File: src/rtl/filter_bank_sequencer_pkg.sv
// Shared types and helpers for the three-channel filter bank sequencer.
// Channel indices are 0..2 for filters yk1..yk3.
package filter_bank_sequencer_pkg;

   localparam int unsigned N              = 16;
   localparam int unsigned TimeoutDefault = 255;

   typedef enum logic [1:0] {
      StIdle   = 2'd0,
      StLaunch = 2'd1,
      StWait   = 2'd2,
      StSum    = 2'd3
   } state_e;

   function automatic logic [1:0] first_ch(input logic [2:0] en);
      if (en[0]) begin
         return 2'd0;
      end else if (en[1]) begin
         return 2'd1;
      end
      return 2'd2;
   endfunction

   // Channels strictly after ch, used to find the next enabled channel.
   function automatic logic [2:0] above_mask(input logic [1:0] ch);
      case (ch)
         2'd0:    return 3'b110;
         2'd1:    return 3'b100;
         default: return 3'b000;
      endcase
   endfunction

endpackage

File: src/rtl/filter_bank_sequencer_if.sv
// Sample/channel handshake bundle between the sequencer, the three filters
// and the output stage.
interface filter_bank_sequencer_if #(
   parameter int unsigned W = filter_bank_sequencer_pkg::N
);
   logic                sample_tick;
   logic                sw1, sw2, sw3;
   logic                done1, done2, done3;
   logic signed [W-1:0] yk1, yk2, yk3;
   logic                clr_err;
   logic                start1, start2, start3;
   logic signed [W-1:0] result;
   logic                result_valid;
   logic                busy;
   logic                overrun;
   logic [2:0]          timeout_err;

   modport slave (
      input  sample_tick, sw1, sw2, sw3, done1, done2, done3, yk1, yk2, yk3, clr_err,
      output start1, start2, start3, result, result_valid, busy, overrun, timeout_err
   );

   modport master (
      output sample_tick, sw1, sw2, sw3, done1, done2, done3, yk1, yk2, yk3, clr_err,
      input  start1, start2, start3, result, result_valid, busy, overrun, timeout_err
   );
endinterface

File: src/rtl/filter_bank_sequencer_sat_add_signed.sv
// Accumulate a sign-extended W-bit term into a W+2-bit accumulator, and reduce the
// accumulator to W bits either by saturation (SAT=1) or by wrapping (SAT=0).
module filter_bank_sequencer_sat_add_signed #(
   parameter int unsigned W   = 16,
   parameter bit          SAT = 1'b1
) (
   input  logic signed [W+1:0] i_acc,
   input  logic signed [W-1:0] i_term,
   output logic signed [W+1:0] o_sum,
   output logic signed [W-1:0] o_res
);

   localparam logic signed [W+1:0] MaxVal = {3'b000, {(W-1){1'b1}}};
   localparam logic signed [W+1:0] MinVal = {3'b111, {(W-1){1'b0}}};

   logic signed [W+1:0] w_term_ext;

   assign w_term_ext = {{2{i_term[W-1]}}, i_term};
   assign o_sum      = i_acc + w_term_ext;

   always_comb begin
      o_res = i_acc[W-1:0];
      if (SAT) begin
         if (i_acc > MaxVal) begin
            o_res = MaxVal[W-1:0];
         end else if (i_acc < MinVal) begin
            o_res = MinVal[W-1:0];
         end
      end
   end

endmodule

File: src/rtl/filter_bank_sequencer.sv
// Per-sample sequencer: starts each enabled filter channel in turn so they can share
// one multiplier, then sums their outputs into a registered, strobed result.
module filter_bank_sequencer
   import filter_bank_sequencer_pkg::*;
#(
   parameter int unsigned W       = N,
   parameter int unsigned TIMEOUT = TimeoutDefault,
   parameter bit          SAT     = 1'b1
) (
   input logic                     clk,
   input logic                     reset,
   filter_bank_sequencer_if.slave  bus
);

   localparam logic [7:0] TimerLimit = 8'(TIMEOUT - 1);

   state_e              r_state, w_state_next;
   logic [1:0]          r_ch, w_ch_next;
   logic [2:0]          r_en;
   logic signed [W+1:0] r_acc;
   logic [7:0]          r_timer;
   logic [2:0]          r_start;
   logic signed [W-1:0] r_result;
   logic                r_result_valid;
   logic                r_busy;
   logic                r_overrun;
   logic [2:0]          r_timeout_err;

   logic [2:0]          w_sw, w_done, w_rem;
   logic signed [W-1:0] w_yk_sel, w_sat;
   logic signed [W+1:0] w_acc_sum;
   logic                w_accept, w_hit, w_timeout;

   assign w_sw     = {bus.sw3, bus.sw2, bus.sw1};
   assign w_done   = {bus.done3, bus.done2, bus.done1};
   assign w_rem    = r_en & above_mask(r_ch);
   assign w_accept = (r_state == StIdle) && bus.sample_tick;
   // Only the channel being awaited is looked at; a done on the limit cycle wins.
   assign w_hit     = (r_state == StWait) && w_done[r_ch];
   assign w_timeout = (r_state == StWait) && !w_done[r_ch] && (r_timer == TimerLimit);

   always_comb begin
      case (r_ch)
         2'd0:    w_yk_sel = bus.yk1;
         2'd1:    w_yk_sel = bus.yk2;
         default: w_yk_sel = bus.yk3;
      endcase
   end

   filter_bank_sequencer_sat_add_signed #(
      .W   (W),
      .SAT (SAT)
   ) u_sat_add (
      .i_acc  (r_acc),
      .i_term (w_yk_sel),
      .o_sum  (w_acc_sum),
      .o_res  (w_sat)
   );

   always_comb begin
      w_state_next = r_state;
      w_ch_next    = r_ch;
      case (r_state)
         StIdle: begin
            if (bus.sample_tick) begin
               if (|w_sw) begin
                  w_state_next = StLaunch;
                  w_ch_next    = first_ch(w_sw);
               end else begin
                  w_state_next = StSum;
               end
            end
         end
         StLaunch: w_state_next = StWait;
         StWait: begin
            if (w_hit || w_timeout) begin
               if (|w_rem) begin
                  w_state_next = StLaunch;
                  w_ch_next    = first_ch(w_rem);
               end else begin
                  w_state_next = StSum;
               end
            end
         end
         StSum:   w_state_next = StIdle;
         default: w_state_next = StIdle;
      endcase
   end

   always_ff @(posedge clk) begin
      if (!reset) begin
         r_state <= StIdle;
         r_ch    <= 2'd0;
      end else begin
         r_state <= w_state_next;
         r_ch    <= w_ch_next;
      end
   end

   always_ff @(posedge clk) begin
      if (!reset) begin
         r_en           <= 3'b000;
         r_acc          <= '0;
         r_timer        <= 8'd0;
         r_start        <= 3'b000;
         r_result       <= '0;
         r_result_valid <= 1'b0;
         r_busy         <= 1'b0;
         r_overrun      <= 1'b0;
         r_timeout_err  <= 3'b000;
      end else begin
         if (w_accept) begin
            r_en  <= w_sw;
            r_acc <= '0;
         end else if (w_hit) begin
            r_acc <= w_acc_sum;
         end

         if (r_state == StLaunch) begin
            r_timer <= 8'd0;
         end else if ((r_state == StWait) && !w_hit && !w_timeout) begin
            r_timer <= r_timer + 8'd1;
         end

         r_start        <= (r_state == StLaunch) ? (3'b001 << r_ch) : 3'b000;
         r_result_valid <= (r_state == StSum);
         if (r_state == StSum) begin
            r_result <= w_sat;
         end

         // A tick landing on the strobe cycle restarts busy before it can drop.
         if (w_accept) begin
            r_busy <= 1'b1;
         end else if (r_result_valid) begin
            r_busy <= 1'b0;
         end

         if (bus.sample_tick && (r_state != StIdle)) begin
            r_overrun <= 1'b1;
         end else if (bus.clr_err) begin
            r_overrun <= 1'b0;
         end

         r_timeout_err <= (bus.clr_err ? 3'b000 : r_timeout_err) |
                          (w_timeout ? (3'b001 << r_ch) : 3'b000);
      end
   end

   assign bus.start1       = r_start[0];
   assign bus.start2       = r_start[1];
   assign bus.start3       = r_start[2];
   assign bus.result       = r_result;
   assign bus.result_valid = r_result_valid;
   assign bus.busy         = r_busy;
   assign bus.overrun      = r_overrun;
   assign bus.timeout_err  = r_timeout_err;

endmodule

File: src/flat_wrapper.sv
// flat-port wrapper written by rule: the top's interface ports become plain ports
module filter_bank_sequencer_flat import filter_bank_sequencer_pkg::*;
#(
   parameter int unsigned W       = N,
   parameter int unsigned TIMEOUT = TimeoutDefault,
   parameter bit          SAT     = 1'b1
)
  (clk, reset, bus_sample_tick, bus_sw1, bus_sw2, bus_sw3, bus_done1, bus_done2, bus_done3, bus_yk1, bus_yk2, bus_yk3, bus_clr_err, bus_start1, bus_start2, bus_start3, bus_result, bus_result_valid, bus_busy, bus_overrun, bus_timeout_err);
  filter_bank_sequencer_if #(.W(W)) bus_i ();
  input logic clk;
  input logic reset;
  input wire logic [$bits(bus_i.sample_tick)-1:0] bus_sample_tick;
  input wire logic [$bits(bus_i.sw1)-1:0] bus_sw1;
  input wire logic [$bits(bus_i.sw2)-1:0] bus_sw2;
  input wire logic [$bits(bus_i.sw3)-1:0] bus_sw3;
  input wire logic [$bits(bus_i.done1)-1:0] bus_done1;
  input wire logic [$bits(bus_i.done2)-1:0] bus_done2;
  input wire logic [$bits(bus_i.done3)-1:0] bus_done3;
  input wire logic [$bits(bus_i.yk1)-1:0] bus_yk1;
  input wire logic [$bits(bus_i.yk2)-1:0] bus_yk2;
  input wire logic [$bits(bus_i.yk3)-1:0] bus_yk3;
  input wire logic [$bits(bus_i.clr_err)-1:0] bus_clr_err;
  output wire logic [$bits(bus_i.start1)-1:0] bus_start1;
  output wire logic [$bits(bus_i.start2)-1:0] bus_start2;
  output wire logic [$bits(bus_i.start3)-1:0] bus_start3;
  output wire logic [$bits(bus_i.result)-1:0] bus_result;
  output wire logic [$bits(bus_i.result_valid)-1:0] bus_result_valid;
  output wire logic [$bits(bus_i.busy)-1:0] bus_busy;
  output wire logic [$bits(bus_i.overrun)-1:0] bus_overrun;
  output wire logic [$bits(bus_i.timeout_err)-1:0] bus_timeout_err;
  assign bus_i.sample_tick = bus_sample_tick;
  assign bus_i.sw1 = bus_sw1;
  assign bus_i.sw2 = bus_sw2;
  assign bus_i.sw3 = bus_sw3;
  assign bus_i.done1 = bus_done1;
  assign bus_i.done2 = bus_done2;
  assign bus_i.done3 = bus_done3;
  assign bus_i.yk1 = bus_yk1;
  assign bus_i.yk2 = bus_yk2;
  assign bus_i.yk3 = bus_yk3;
  assign bus_i.clr_err = bus_clr_err;
  assign bus_start1 = bus_i.start1;
  assign bus_start2 = bus_i.start2;
  assign bus_start3 = bus_i.start3;
  assign bus_result = bus_i.result;
  assign bus_result_valid = bus_i.result_valid;
  assign bus_busy = bus_i.busy;
  assign bus_overrun = bus_i.overrun;
  assign bus_timeout_err = bus_i.timeout_err;
  filter_bank_sequencer #(.W(W), .TIMEOUT(TIMEOUT), .SAT(SAT)) u_core (.clk(clk), .reset(reset), .bus(bus_i));
endmodule
File: config.mk
export PLATFORM = sky130hd
export DESIGN_NAME = filter_bank_sequencer_flat
export DESIGN_NICKNAME = d
export VERILOG_FILES = /design/src/rtl/filter_bank_sequencer_pkg.sv /design/src/rtl/filter_bank_sequencer_if.sv /design/src/rtl/filter_bank_sequencer_sat_add_signed.sv /design/src/rtl/filter_bank_sequencer.sv /design/src/flat_wrapper.sv
export SDC_FILE = /design/constraint.sdc
export NUM_CORES = 1
export LEC_CHECK = 0
export ABC_CLOCK_PERIOD_IN_PS = 5600
export CORE_MARGIN = 1
export CORE_UTILIZATION = 57
export CTS_BUF_LIST = sky130_fd_sc_hd__clkbuf_4
export DETAILED_ROUTE_END_ITERATION = 6
export GPL_TIMING_DRIVEN = 1
export PLACE_DENSITY = 0.94
export SYNTH_ARGS = -nofsm -noshare
export SYNTH_HDL_FRONTEND = slang
export SYNTH_HIERARCHICAL = 1
export SYNTH_SLANG_ARGS = --single-unit
File: constraint.sdc
create_clock -name clk -period 5.6 [get_ports clk]
set_clock_uncertainty 0.15 [all_clocks]
set_input_delay 1.12 -clock clk [delete_from_list [all_inputs] [get_ports clk]]
set_output_delay 1.12 -clock clk [all_outputs]
set_load 0.03 [all_outputs]
# ---- After elaboration in Yosys (flattened, before gate mapping)
# Index checks and enable logic that the tools add are counted.
dict set report totals {
  register_bits 58
  inputBits 58
  output_inout_bits 25
  elab_cells 91
}
dict set report classes {
  addsub 2
  order_cmp 3
  n_eq_ne 9
  shift 1
  n_mux 38
  bitwise 3
  n_reduce_logical 24
}
# cell count
set op_table {}
lappend op_table {{2-to-1 mux 16 bit} 2}
lappend op_table {{case mux 16 bit (2 select lines)} 1}
lappend op_table {{2-to-1 mux 2 bit} 14}
lappend op_table {{adder 18 x 16 -> 18 bit} 1}
lappend op_table {{> comparator 18 x 16 -> 1 bit (second input constant)} 1}
lappend op_table {{< comparator 18 x 16 -> 1 bit (second input constant)} 1}
lappend op_table {{2-to-1 mux 1 bit} 15}
lappend op_table {{adder 8 x 1 -> 8 bit (second input constant)} 1}
lappend op_table {{equality test 8 bit (second input constant)} 1}
lappend op_table {{inequality test 2 bit (second input constant)} 4}
lappend op_table {{case mux 2 bit (4 select lines)} 1}
lappend op_table {{nonzero test 2 bit} 4}
lappend op_table {{logical AND 1 bit} 7}
lappend op_table {{2-to-1 mux 3 bit} 2}
lappend op_table {{case mux 3 bit (2 select lines)} 1}
lappend op_table {{OR reduction 3 bit} 2}
lappend op_table {{AND reduction 5 bit} 1}
lappend op_table {{equality test 2 x 1 -> 1 bit (second input constant)} 2}
lappend op_table {{equality test 2 bit (second input constant)} 2}
lappend op_table {{logical NOT 2 bit} 2}
lappend op_table {{case mux 2 bit (2 select lines)} 1}
lappend op_table {{AND reduction 2 bit} 2}
lappend op_table {{OR reduction 2 bit} 2}
lappend op_table {{AND 3 bit} 1}
lappend op_table {{7 further kinds} 9}

# ---- Longest topological paths before layout
dict set report depth {
  word_depth 12
  mapped_depth 15
  mapped_depth_nobuf 12
}

# ---- Modules after synthesis
# Netlist, hierarchy kept.
# mod instances cells_per_inst area_per_inst_um2 seq_area_each_um2
set by_module_without_submodules {}
lappend by_module_without_submodules {filter_bank_sequencer 1 324 2635.0 1141.1}
lappend by_module_without_submodules {filter_bank_sequencer_sat_add_signed 1 210 1249.9 0.0}

# ---- Least setup slack after synthesis
# No wires, ideal clock.
dict set report synth_path {
  path_type {input to register}
  startpoint {in bus_yk2[0]}
  endpoint {reg u_core.r_acc[16]}
  setup_time_ps 70
  arrival_time_ps 3043
  t_required_ps 5380
  setup_slack_ps 2338
  stages 12
  path_buffers 0
  path_cell_list {mux2i_1 > o21ai_0 > ha_1 > inv_1 > fa_1 > nand2b_1 > a21oi_1 > a21oi_1 > o31ai_1 > xor2_1 > nand2_1 > a21oi_1}
}
dict set report synth_via {
  elab_chain_cells 2
}
# item line_no
set synth_rtl {}
lappend synth_rtl {{from (decl)} flat_wrapper.sv:20} ;# input wire logic [$bits(bus_i.yk2)-1:0] bus_yk2;
lappend synth_rtl {{case mux 16 bit (2 select lines)} filter_bank_sequencer.sv:43} ;# case (r_ch)
lappend synth_rtl {{named net u_core.w_yk_sel[0]} filter_bank_sequencer.sv:30} ;# logic signed [W-1:0] w_yk_sel, w_sat;
lappend synth_rtl {{adder 18 x 16 -> 18 bit} filter_bank_sequencer_sat_add_signed.sv:19} ;# assign o_sum = i_acc + w_term_ext;
lappend synth_rtl {{named net u_core.w_acc_sum[16]} filter_bank_sequencer.sv:31} ;# logic signed [W+1:0] w_acc_sum;
lappend synth_rtl {{to (signal assigned)} filter_bank_sequencer.sv:116} ;# r_acc <= w_acc_sum;
lappend synth_rtl {{to (decl)} filter_bank_sequencer.sv:20} ;# logic signed [W+1:0] r_acc;
# The timed path passes the listed nets, and every way through them passes these cells.
# A chain may end at the register's enable or synchronous reset.

# ---- Worst setup path after layout
# Same ends and word-level chain as after synthesis.

==> impl_metrics.json <==
{
  "end_kind": "register",
  "critPathSlowestCell": "clkdlybuf4s50_1",
  "drive_above_1_share_pct": 4.30,
  "wl_met2_um": 4720,
  "syn_inst": 534,
  "route.detailed.drc": 5,
  "first_pass_iters": 7,
  "violations": "design-rule violations",
  "numCtsBuffers": 9,
  "wl_met3_um": 762,
  "yosysTopAreaCellShare_pct": 29.4,
  "postCtsHoldBufs": 0,
  "powerDensity_mw_per_mm2": 229,
  "synth_edf_count": 0,
  "fin_nets": 677,
  "max_freq_mhz": 262,
  "grt_max_degree": 42,
  "slew_headroom_pct": 16.1,
  "p_comb_share_pct": 34.5,
  "clock-sinks": 57,
  "drv_cap": 0,
  "wirelength_um": 9940,
  "cp_top_family": "compound AO/OA/AOI/OAI gates",
  "clkSlewWorstSetupHoldPaths_ps": 110,
  "hold_ws_ps": 319,
  "seq_power_share_pct": 41.7,
  "fp.dieW_um": 84.6,
  "setup_slack_ps": 1790,
  "wl_met1_um": 4240,
  "synth_area_leaders": "dfxtp_1 29%, nand2_1 11%, a21oi_1 6.6%",
  "path_cells": "clkdlybuf4s50_1, mux2i_1, o21ai_0, ha_1, inv_1, fa_1, nand2b_1, a21oi_1, a21oi_1, o31ai_1, xor2_1, nand2_1, a21oi_1",
  "ys_ff_latch": 57,
  "top_layer_used": "met4",
  "core_area_mm2": 0.00646,
  "min_path_type": "register to register",
  "clk_latency_ps": 410,
  "antenna_found_initial": 0,
  "postCtsSetupRepairBufs": 0,
  "synth.yosys.seq_area_share_pct": 29.4,
  "place_congestion": 0.927,
  "grt_overflow": 0,
  "syn_nets": 612,
  "cts_buffer_depth": 2,
  "avgSynthCellArea_um2": 7.28,
  "start_util_pct": 60.2,
  "hpwl_um": 7410,
  "grt_pass1_wl_um": 16300,
  "first_global_vias": 3557,
  "synth_ff_type": "dfxtp_1",
  "rsz0062_at_grt": "no",
  "critical_path_required_ps": 5790,
  "cts_tree": "done",
  "syn_to_final_growth_pct": 23.3,
  "drv_slew": 0,
  "die_height_um": 84.6,
  "placementRows": 29,
  "avgRoutedWirePerCell_um": 14.6,
  "max_stage_delay_ps": 460,
  "layout_commonest_cell": "nand2_1",
  "cts_root_buf": "clkbuf_4",
  "p_leak_nw": 1.74,
  "nFillCells": 505,
  "dieArea_mm2": 0.00715,
  "hold_violations": 0,
  "peakVddDrop_mv": 0.149,
  "utilization_pct": 74.2,
  "cts_max_level": 3,
  "status": "complete, but fails checks",
  "drtAntennaViolNets": 0,
  "setup_viol": 0,
  "cp-start-kind": "input pin",
  "antenna_cells": 0,
  "worstPathArrival_ps": 4000,
  "synth_area_mm2": 0.00388,
  "final_cell_mix": "112 x nand2_1, 82 x clkdlybuf4s50_1, 67 x nor2_1",
  "swShare_pct": 38.4,
  "routed-via-count": 3915,
  "synth_top_cell_by_area": "dfxtp_1",
  "place_ws_ps": 1440,
  "cp_num_buf_inv": 2,
  "setup_tns_ps": 0,
  "synth_cell_types": 54,
  "total_power_mw": 1.10,
  "io_buffer_count": 82,
  "ys_warn_count": 6,
  "drtIter0Drc": 299,
  "ctsResizeCount": 0,
  "worst_pin_slew_ps": 1260,
  "gr-usage-all-layers_pct": 28.5,
  "switchingPower_mw": 0.420,
  "async_reset_ff_share_pct": 0,
  "period_share_pct": 68.0,
  "crit_top_cell": "a21oi_1",
  "ios": 83,
  "period_minus_slack_ps": 3810,
  "critPathMaxFanout": 5,
  "viasPerCell": 5.75,
  "path_class": "input pin to register",
  "p_int_mw": 0.675,
  "clkPwrFrac_pct": 23.8
}
==> worst reg2reg max path, stage by stage (launching register included) <==
cell	delay (ps)
dfxtp_1	780
buf_4	360
mux2i_1	220
o21ai_0	110
ha_1	410
a211oi_2	340
nor2_1	90
o211a_1	250
or3_4	380
o311ai_1	250
nand2_1	100
a21oi_1	150
==> synth_stat cells (3+ instances only) <==
master    count
o21ai_0      30
nor2b_1       5
nor3b_1       3
xnor2_1      14
inv_1        15
dfxtp_1      57
a21boi_0     20
a21oi_1      51
a21o_1        4
ha_1         19
buf_4         4
nand2b_1      8
nor3_1        7
clkbuf_1     18
xor2_1        7
nor2_1       67
nand2_1     112
nand4_1       3
mux2i_1      23
buf_2         7
o22ai_1       3
nand3_1      10
and2_1        4
nor4_1        3
==> layer usage <==
metal	GRT usage (%)	vias up
met5	0	-
li1	-	1956
met2	49.2	182
met1	35.0	1749
met4	10.3	0
met3	6.10	28
==> stage by stage <==
stage,instances,instance area [µm²]
after floorplan,534,3880
after global placement,665,4680
after detailed placement,665,4680
after CTS,681,4790
after global routing,681,4790
final,681,4790
==> worst paths after layout <==
| path | to | depth (start not counted) | startpoint | slack (ps) |
|---|---|---|---|---|
| worst max-delay path | u_core/r_acc[16] | 13 | bus_yk2[0] | 1790 |
| worst min-delay path | u_core/bus.result[14] | 2 | u_core/bus.result[14] | 320 |
| worst max register to register | u_core/r_acc[17] | 11 | u_core/r_ch[0] | 1920 |
| worst min register to register | u_core/bus.result[14] | 2 | u_core/bus.result[14] | 320 |
==> state kept, by name (all words and copies together) (netlist names) <==
signal                   cells
u_core/r_timer               8
u_core/bus.result_valid      1
u_core/r_state               2
u_core/r_ch                  2
u_core/bus.overrun           1
u_core/r_en                  2
u_core/bus.result           16
u_core/bus.busy              1
u_core/bus.timeout_err       3
u_core/r_start               3
u_core/r_acc                18
==> cell families (layout without fill, tap and decap cells) <==
group / after synthesis / count (layout) / share of synthesized area [%]
AO/OA/AOI/OAI: 134 / 134 / 21.6
XOR/XNOR: 21 / 21 / 4.73
adder cells (fa/ha/maj): 20 / 20 / 6.63
buffers and inverters: 46 / 116 / 5.25
flip-flops: 57 / 57 / 29.4
multiplexers: 24 / 24 / 6.51
AND/OR/NAND/NOR: 232 / 232 / 25.9
==> power by group through the flow <==
stage	clock [mW]	combinational, mW	sequential [mW]
detailed placement	0	0.366	0.465
finish	0.260	0.378	0.457
global route	0.280	0.415	0.461
floorplan	0	0.272	0.453
global placement	0	0.352	0.463
CTS	0.263	0.371	0.456
==> layout make-up <==
| type | count | area [µm²] | share of cell area, % |
|---|---|---|---|
| Multi-Input combinational cell | 431 | 2540 | 53.0 |
| Timing Repair Buffer | 85 | 843 | 17.6 |
| Sequential cell | 57 | 1140 | 23.8 |
| Clock buffer | 9 | 67.6 | 1.41 |
| Inverter | 15 | 56.3 | 1.18 |
| Tap cell | 77 | 96.3 | 2.01 |
| Clock inverter | 7 | 46.3 | 0.966 |
Note: power is estimated with default switching activity, not from simulation.
